$ cat src/rtl/adder_421_pipe.sv
// Pipelined signed 4-operand adder/subtractor S = A +/- B +/- C +/- D, one STAGE_WIDTH chunk per stage.
// Optional ADDER421_OVF_EN adds an ovf output flagging results outside the signed IN_WIDTH range.
module adder_421_pipe #(
    parameter int IN_WIDTH    = 256,
    parameter int STAGE_WIDTH = 64,
    parameter bit SUB_B       = 1'b0,
    parameter bit SUB_C       = 1'b0,
    parameter bit SUB_D       = 1'b0,
    parameter bit REG_IN_CAS  = 1'b0,
    parameter bit REG_OUT_CAS = 1'b0
) (
    input  logic                clk,
    input  logic                resetn,
    input  logic                in_valid,
    input  logic [IN_WIDTH-1:0] A,
    input  logic [IN_WIDTH-1:0] B,
    input  logic [IN_WIDTH-1:0] C,
    input  logic [IN_WIDTH-1:0] D,
    output logic [IN_WIDTH-1:0] S,
    output logic                out_valid
`ifdef ADDER421_OVF_EN
    ,
    output logic                ovf
`endif
);

    localparam int NSTG = (IN_WIDTH + STAGE_WIDTH - 1) / STAGE_WIDTH;
    // The "+1" of every two's-complement negation is folded into the chunk-0 carry.
    localparam logic [1:0] CIN0 = 2'(SUB_B) + 2'(SUB_C) + 2'(SUB_D);

    logic [IN_WIDTH-1:0] a_x, b_x, c_x, d_x;
    logic                vld_x;

    if (REG_IN_CAS) begin : g_in_reg
        always_ff @(posedge clk) begin
            if (!resetn) begin
                a_x   <= '0;
                b_x   <= '0;
                c_x   <= '0;
                d_x   <= '0;
                vld_x <= 1'b0;
            end else begin
                a_x   <= A;
                b_x   <= SUB_B ? ~B : B;
                c_x   <= SUB_C ? ~C : C;
                d_x   <= SUB_D ? ~D : D;
                vld_x <= in_valid;
            end
        end
    end else begin : g_in_comb
        assign a_x   = A;
        assign b_x   = SUB_B ? ~B : B;
        assign c_x   = SUB_C ? ~C : C;
        assign d_x   = SUB_D ? ~D : D;
        assign vld_x = in_valid;
    end

    // Stage k carries only the operand bits it and later stages still need, plus the result bits so far.
    for (genvar k = 0; k < NSTG; k++) begin : stg
        localparam int LO = k * STAGE_WIDTH;
        localparam int HI = ((k + 1) * STAGE_WIDTH < IN_WIDTH) ? (k + 1) * STAGE_WIDTH - 1 : IN_WIDTH - 1;
        localparam int CW = HI - LO + 1;

        logic [IN_WIDTH-1:LO] a_i, b_i, c_i, d_i;
        logic [1:0]           cin;
        logic                 vld_i;
        logic [CW+1:0]        sum;
        logic [HI:0]          res_d;
        logic [HI:0]          res_q;
        logic                 vld_q;

        assign sum = {2'b00, a_i[HI:LO]} + {2'b00, b_i[HI:LO]}
                   + {2'b00, c_i[HI:LO]} + {2'b00, d_i[HI:LO]}
                   + {{CW{1'b0}}, cin};

        if (k == 0) begin : g_src
            assign a_i   = a_x;
            assign b_i   = b_x;
            assign c_i   = c_x;
            assign d_i   = d_x;
            assign cin   = CIN0;
            assign vld_i = vld_x;
            assign res_d = sum[CW-1:0];
        end else begin : g_src
            assign a_i   = stg[k-1].g_fwd.op_a_q;
            assign b_i   = stg[k-1].g_fwd.op_b_q;
            assign c_i   = stg[k-1].g_fwd.op_c_q;
            assign d_i   = stg[k-1].g_fwd.op_d_q;
            assign cin   = stg[k-1].g_fwd.cy_q;
            assign vld_i = stg[k-1].vld_q;
            assign res_d = {sum[CW-1:0], stg[k-1].res_q};
        end

        always_ff @(posedge clk) begin
            if (!resetn) begin
                res_q <= '0;
                vld_q <= 1'b0;
            end else begin
                res_q <= res_d;
                vld_q <= vld_i;
            end
        end

        if (k < NSTG - 1) begin : g_fwd
            logic [IN_WIDTH-1:HI+1] op_a_q, op_b_q, op_c_q, op_d_q;
            logic [1:0]             cy_q;

            always_ff @(posedge clk) begin
                if (!resetn) begin
                    op_a_q <= '0;
                    op_b_q <= '0;
                    op_c_q <= '0;
                    op_d_q <= '0;
                    cy_q   <= '0;
                end else begin
                    op_a_q <= a_i[IN_WIDTH-1:HI+1];
                    op_b_q <= b_i[IN_WIDTH-1:HI+1];
                    op_c_q <= c_i[IN_WIDTH-1:HI+1];
                    op_d_q <= d_i[IN_WIDTH-1:HI+1];
                    cy_q   <= sum[CW+1:CW];
                end
            end
        end else begin : g_last
            // Carry out of the top chunk is the modulo wrap and is dropped.
            logic unused_cout;
            assign unused_cout = ^sum[CW+1:CW];
`ifdef ADDER421_OVF_EN
            logic [CW+2:0] sum_x;
            logic          ovf_q;
            logic          unused_x;

            // Sign-extended top chunk: exact result fits iff the guard bits match the result sign.
            assign sum_x = {{3{a_i[HI]}}, a_i[HI:LO]} + {{3{b_i[HI]}}, b_i[HI:LO]}
                         + {{3{c_i[HI]}}, c_i[HI:LO]} + {{3{d_i[HI]}}, d_i[HI:LO]}
                         + {{(CW+1){1'b0}}, cin};
            assign unused_x = ^sum_x;

            always_ff @(posedge clk) begin
                if (!resetn) ovf_q <= 1'b0;
                else         ovf_q <= (sum_x[CW+2:CW] != {3{sum_x[CW-1]}});
            end
`endif
        end
    end

    logic [IN_WIDTH-1:0] s_core;
    logic                v_core;
    assign s_core = stg[NSTG-1].res_q;
    assign v_core = stg[NSTG-1].vld_q;
`ifdef ADDER421_OVF_EN
    logic ovf_core;
    assign ovf_core = stg[NSTG-1].g_last.ovf_q;
`endif

    if (REG_OUT_CAS) begin : g_out_reg
        always_ff @(posedge clk) begin
            if (!resetn) begin
                S         <= '0;
                out_valid <= 1'b0;
`ifdef ADDER421_OVF_EN
                ovf       <= 1'b0;
`endif
            end else begin
                S         <= s_core;
                out_valid <= v_core;
`ifdef ADDER421_OVF_EN
                ovf       <= ovf_core;
`endif
            end
        end
    end else begin : g_out_comb
        assign S         = s_core;
        assign out_valid = v_core;
`ifdef ADDER421_OVF_EN
        assign ovf       = ovf_core;
`endif
    end

endmodule

$ cat config.mk
export PLATFORM = sky130hd
export DESIGN_NAME = adder_421_pipe
export DESIGN_NICKNAME = d
export VERILOG_FILES = /design/src/rtl/adder_421_pipe.sv
export SDC_FILE = /design/constraint.sdc
export NUM_CORES = 2
export LEC_CHECK = 0
export CELL_PAD_IN_SITES_DETAIL_PLACEMENT = 1
export CELL_PAD_IN_SITES_GLOBAL_PLACEMENT = 1
export CORE_AREA = 5 5 500 502
export CTS_CLUSTER_DIAMETER = 100
export DETAILED_ROUTE_END_ITERATION = 10
export DIE_AREA = 0 0 505 507
export PLACE_DENSITY = 0.67
export SETUP_SLACK_MARGIN = 0.1
export SKIP_LAST_GASP = 1
export SYNTH_ARGS = -nofsm -noshare
export SYNTH_HDL_FRONTEND = slang
export SYNTH_SLANG_ARGS = --single-unit
export TNS_END_PERCENT = 1
$ cat constraint.sdc
create_clock -name clk -period 10.1 [get_ports clk]
set_input_delay 1.01 -clock clk [delete_from_list [all_inputs] [get_ports clk]]
set_output_delay 1.01 -clock clk [all_outputs]
set_load 0.02 [all_outputs]
Yosys cells after proc, flatten, opt, wreduce, memory -nomap -nowiden:

Index checks and enable logic that the tools add are counted.

* add/subtract/negate cells: 15

Operators with widths (number)
* 65-bit by 64-bit adder with 66-bit output: 3
* 66-bit by 64-bit adder with 66-bit output: 3
* 64-bit by 64-bit adder with 65-bit output: 3
* 64-bit adder: 3
* 66-bit by 2-bit adder with 66-bit output: 2
* 64-bit by 2-bit adder with 64-bit output: 1

* flip-flop bits (word level): 2186
* output and inout bits: 257
* input bits: 1027

Longest topological paths before layout:

* depth in word-level cells: 4
* depth in mapped cells: 17
* mapped depth without buffers: 17

Worst setup path after synthesis:

Ideal clock, no wire load.

* kind: input -> register
* start point: input port A[1]
* end point: register stg[0].g_fwd.cy_q[1]
* buffers on the path: 0
* setup slack: 5.301 ns
* data arrival time: 4.684 ns
* library setup time: 0.115 ns
* cell stages on the path: 14
* path through: fa_1 fa_1 ha_1 fa_1 a21o_1 a21oi_2 o211ai_1 a211o_1 o311ai_2 a2111oi_2 nor3_2 o41ai_2 a211o_1 o21a_1

* longest elaborated chain between the ends: 3

Ends and longest elaborated chain
* from (decl): RTL line 15 `input logic [IN_WIDTH-1:0] A,`
* 64-bit by 64-bit adder with 65-bit output: RTL line 72 `assign sum = {2'b00, a_i[HI:LO]} + {2'b00, b_i[HI:LO]}`
* 65-bit by 64-bit adder with 66-bit output: RTL line 73 `+ {2'b00, c_i[HI:LO]} + {2'b00, d_i[HI:LO]}`
* 66-bit by 64-bit adder with 66-bit output: RTL line 73
* to (signal assigned): RTL line 120 `cy_q <= sum[CW+1:CW];`
* to (decl): RTL line 106 `logic [1:0] cy_q;`

No other way between the ends.
A chain may end at the register's enable or synchronous reset.

Final worst setup path:

* start point: input port A[1]
* end point: register stg[0].res_q[63]

* longest elaborated chain between the ends: 3

Ends and longest elaborated chain
* 64-bit by 64-bit adder with 65-bit output: RTL line 72
* 65-bit by 64-bit adder with 66-bit output: RTL line 73
* 66-bit by 64-bit adder with 66-bit output: RTL line 73
* to (signal assigned): RTL line 99 `res_q <= res_d;`
* to (decl): RTL line 69 `logic [HI:0] res_q;`

No other way between the ends.

==> results.tsv <==
metric	value	unit
cts.clk_slew.worst_paths	60	ps
initial_core_util	0.361	
switchingPower	6.47	mW
use_met3	0.0416	
hpwl	224000	um
p_leak	48.6	nW
dp_slack	3960	ps
cts.path.max_buffers	3	
final_area	112000	um2
antenna_found_initial	98	
status	finished clean	
syn_area_per_cell	10.1	um2
final_core_util	0.458	
finClkSkew	73.9	ps
grt_use_met2	0.378	
hold_buffers	0	
die_height	507	um
critPathArrivalTime	5980	ps
dieArea	256000	um2
cts.sinks	2186	
port_buffers	1283	
ys_seq_elements	2186	
wl	279000	um
routabilityCongestion	0.941	
power.density	205	nW/um2
pwr-share-seq	0.420	
grt.overflow.total	0	
tritoncts	yes	
layout_common_cells	dfxtp_1 (2186), and2_1 (1960), inv_1 (1425), clkdlybuf4s50_1 (1282), fa_1 (516)	
synth_cells	8745	
async_flop_share	0	
syn2layout_area_growth	27.0	%
drcViolationCount	0	
ir_drop	0.157	mV
hold_path_class	register to register	
rsz0062_at_grt	no	
ys_seq_area_frac	0.495	
max_freq	190	MHz
ant_nets	0	
hold_viol_final	0	
drt-wirelength-per-cell	20.9	um
slew_headroom	0.261	
drt-initial-drc-count	2613	
core	245000	um2
power.total	23.0	mW
p_sw_frac	0.282	
startpoint_type	input port	
placed_area	104000	um2
insertion_delay	890	ps
cp.required	10810	ps
fin_tns_setup	0	ps
synth_edf_count	0	
ys_warn_count	0	
grt_pass1_wl	418000	um
fin_ws	4830	ps
layout_min_cycle_time	5270	ps
layout_commonest_cell	dfxtp_1	
grtUsageMet1	0.261	
maxSlewViolCount	0	
post_cts_resize_count	0	
finalCritPeriodShare	0.521	
drtPass1Iterations	5	
netlist_area	88400	um2
cts_buffers	230	
layout.nets	11700	
synth_ff_type	dfxtp_1	
intPower	16.5	mW
cap_violations	0	
crit_path_max_fanout	3	
io_pins	1284	
die_x	505	um
setup_viol	0	
tightest_slew	1110	ps
track_usage	0.214	
via_count	60200	
critical_path_class	input port to register	
busiest_layer	met2	
pwr-share-comb	0.197	
clkPwrFrac	0.383	
htreeDepth	4	
viasPerCell	4.51	
drive_gt1_frac	0.0434	
postCtsSetupRepairBufs	0	
grt_pass1_vias	66400	
end_kind	register	
cts-root-buf	clkbuf_16	
grt_max_degree	257	
fp-row-count	182	
yosysUniqueCellTypes	88	
synth_fp_nets	10500	
worst max-delay path, stage by stage:
cell             delay, ps
clkdlybuf4s50_1        480
fa_1                   590
fa_1                   440
ha_1                   250
fa_1                   470
a21o_1                 210
a21oi_2                210
o21ai_0                260
a211oi_1               740
nor4_1                 210
nor3_2                 340
o21ai_1                240
a41oi_1                280
xor2_1                 180
nor2_1                  50
registers in the layout (all words and copies together), names as in the netlist:
signal	cells
stg.g_fwd.op_a_q	384
stg.vld_q	3
stg.g_fwd.op_c_q	384
out_valid	1
stg.g_fwd.cy_q	6
stg.res_q	384
stg.g_fwd.op_d_q	384
S	256
stg.g_fwd.op_b_q	384
per-layer routing:
layer | share of wire | wire length (um)
met4 | 0.035 | 9660
met5 | 0.00037 | 102
met1 | 0.42 | 117000
met3 | 0.047 | 13300
met2 | 0.50 | 139000
synthesized netlist by cell type (48+ instances only):
library cell / count / area share
and2_1: 1960 / 0.14
dfxtp_1: 2186 / 0.50
a21o_1: 149 / 0.013
a21oi_1: 310 / 0.018
nand2_1: 233 / 0.0099
ha_1: 255 / 0.036
clkbuf_1: 331 / 0.014
xnor2_1: 112 / 0.011
nor3_1: 48 / 0.0027
xor2_1: 96 / 0.0095
fa_1: 516 / 0.12
inv_1: 1426 / 0.061
nand3_1: 57 / 0.0032
nor2_1: 337 / 0.014
o21ai_0: 130 / 0.0074
o21bai_1: 65 / 0.0055
nand4_1: 68 / 0.0048
power groups by stage:
stage | logic (mW) | clock network (mW) | registers (mW)
3_5_place_dp | 4.54 | 0 | 9.82
4_1_cts | 4.58 | 9.04 | 9.64
2_1_floorplan | 2.68 | 0 | 9.79
5_1_grt | 5.00 | 9.41 | 9.69
3_3_place_gp | 4.49 | 0 | 9.81
6_report | 4.53 | 8.79 | 9.63
per-stage QoR:
stage | hold slack [ps] | cells
floorplan | 412 | 8745
global placement | 413 | 12900
detailed placement | 419 | 12900
CTS | 386 | 13300
global route | 409 | 13400
finish | 378 | 13400
logic make-up (layout without fill, tap and decap cells):
group,count (synthesis),in the layout,share of synthesized area
compound gates,937,937,0.0684
fa+ha+maj,771,771,0.153
simple gates,2846,2846,0.185
flops,2186,2186,0.495
xor+xnor,208,208,0.0206
other cells,0,32,0
buf+inv,1777,3152,0.0758
mux,20,20,0.00227
final cells by class:
type / count / area [um2]
antenna: 32 / 80.1
clock buffer: 318 / 6610
clock inverter: 107 / 1420
fill: 26700 / 133000
inverter: 1427 / 5360
multi-input combinational: 4782 / 37900
sequential: 2186 / 43800
tap: 3220 / 4030
timing repair buffer: 1300 / 13000
worst paths after layout:
| check | endpoint | depth (start not counted) | slack [ps] | start |
|---|---|---|---|---|
| worst max-delay path | stg[0].res_q[63] | 15 | 4830 | A[1] |
| worst max register to register | stg[2].g_fwd.cy_q[0] | 17 | 4910 | stg[1].g_fwd.op_a_q[128] |
| worst min-delay path | stg[1].g_fwd.op_a_q[191] | 1 | 380 | stg[0].g_fwd.op_a_q[191] |
| worst min register to register | stg[1].g_fwd.op_a_q[191] | 1 | 380 | stg[0].g_fwd.op_a_q[191] |
Power figures use the tool's default switching activity.
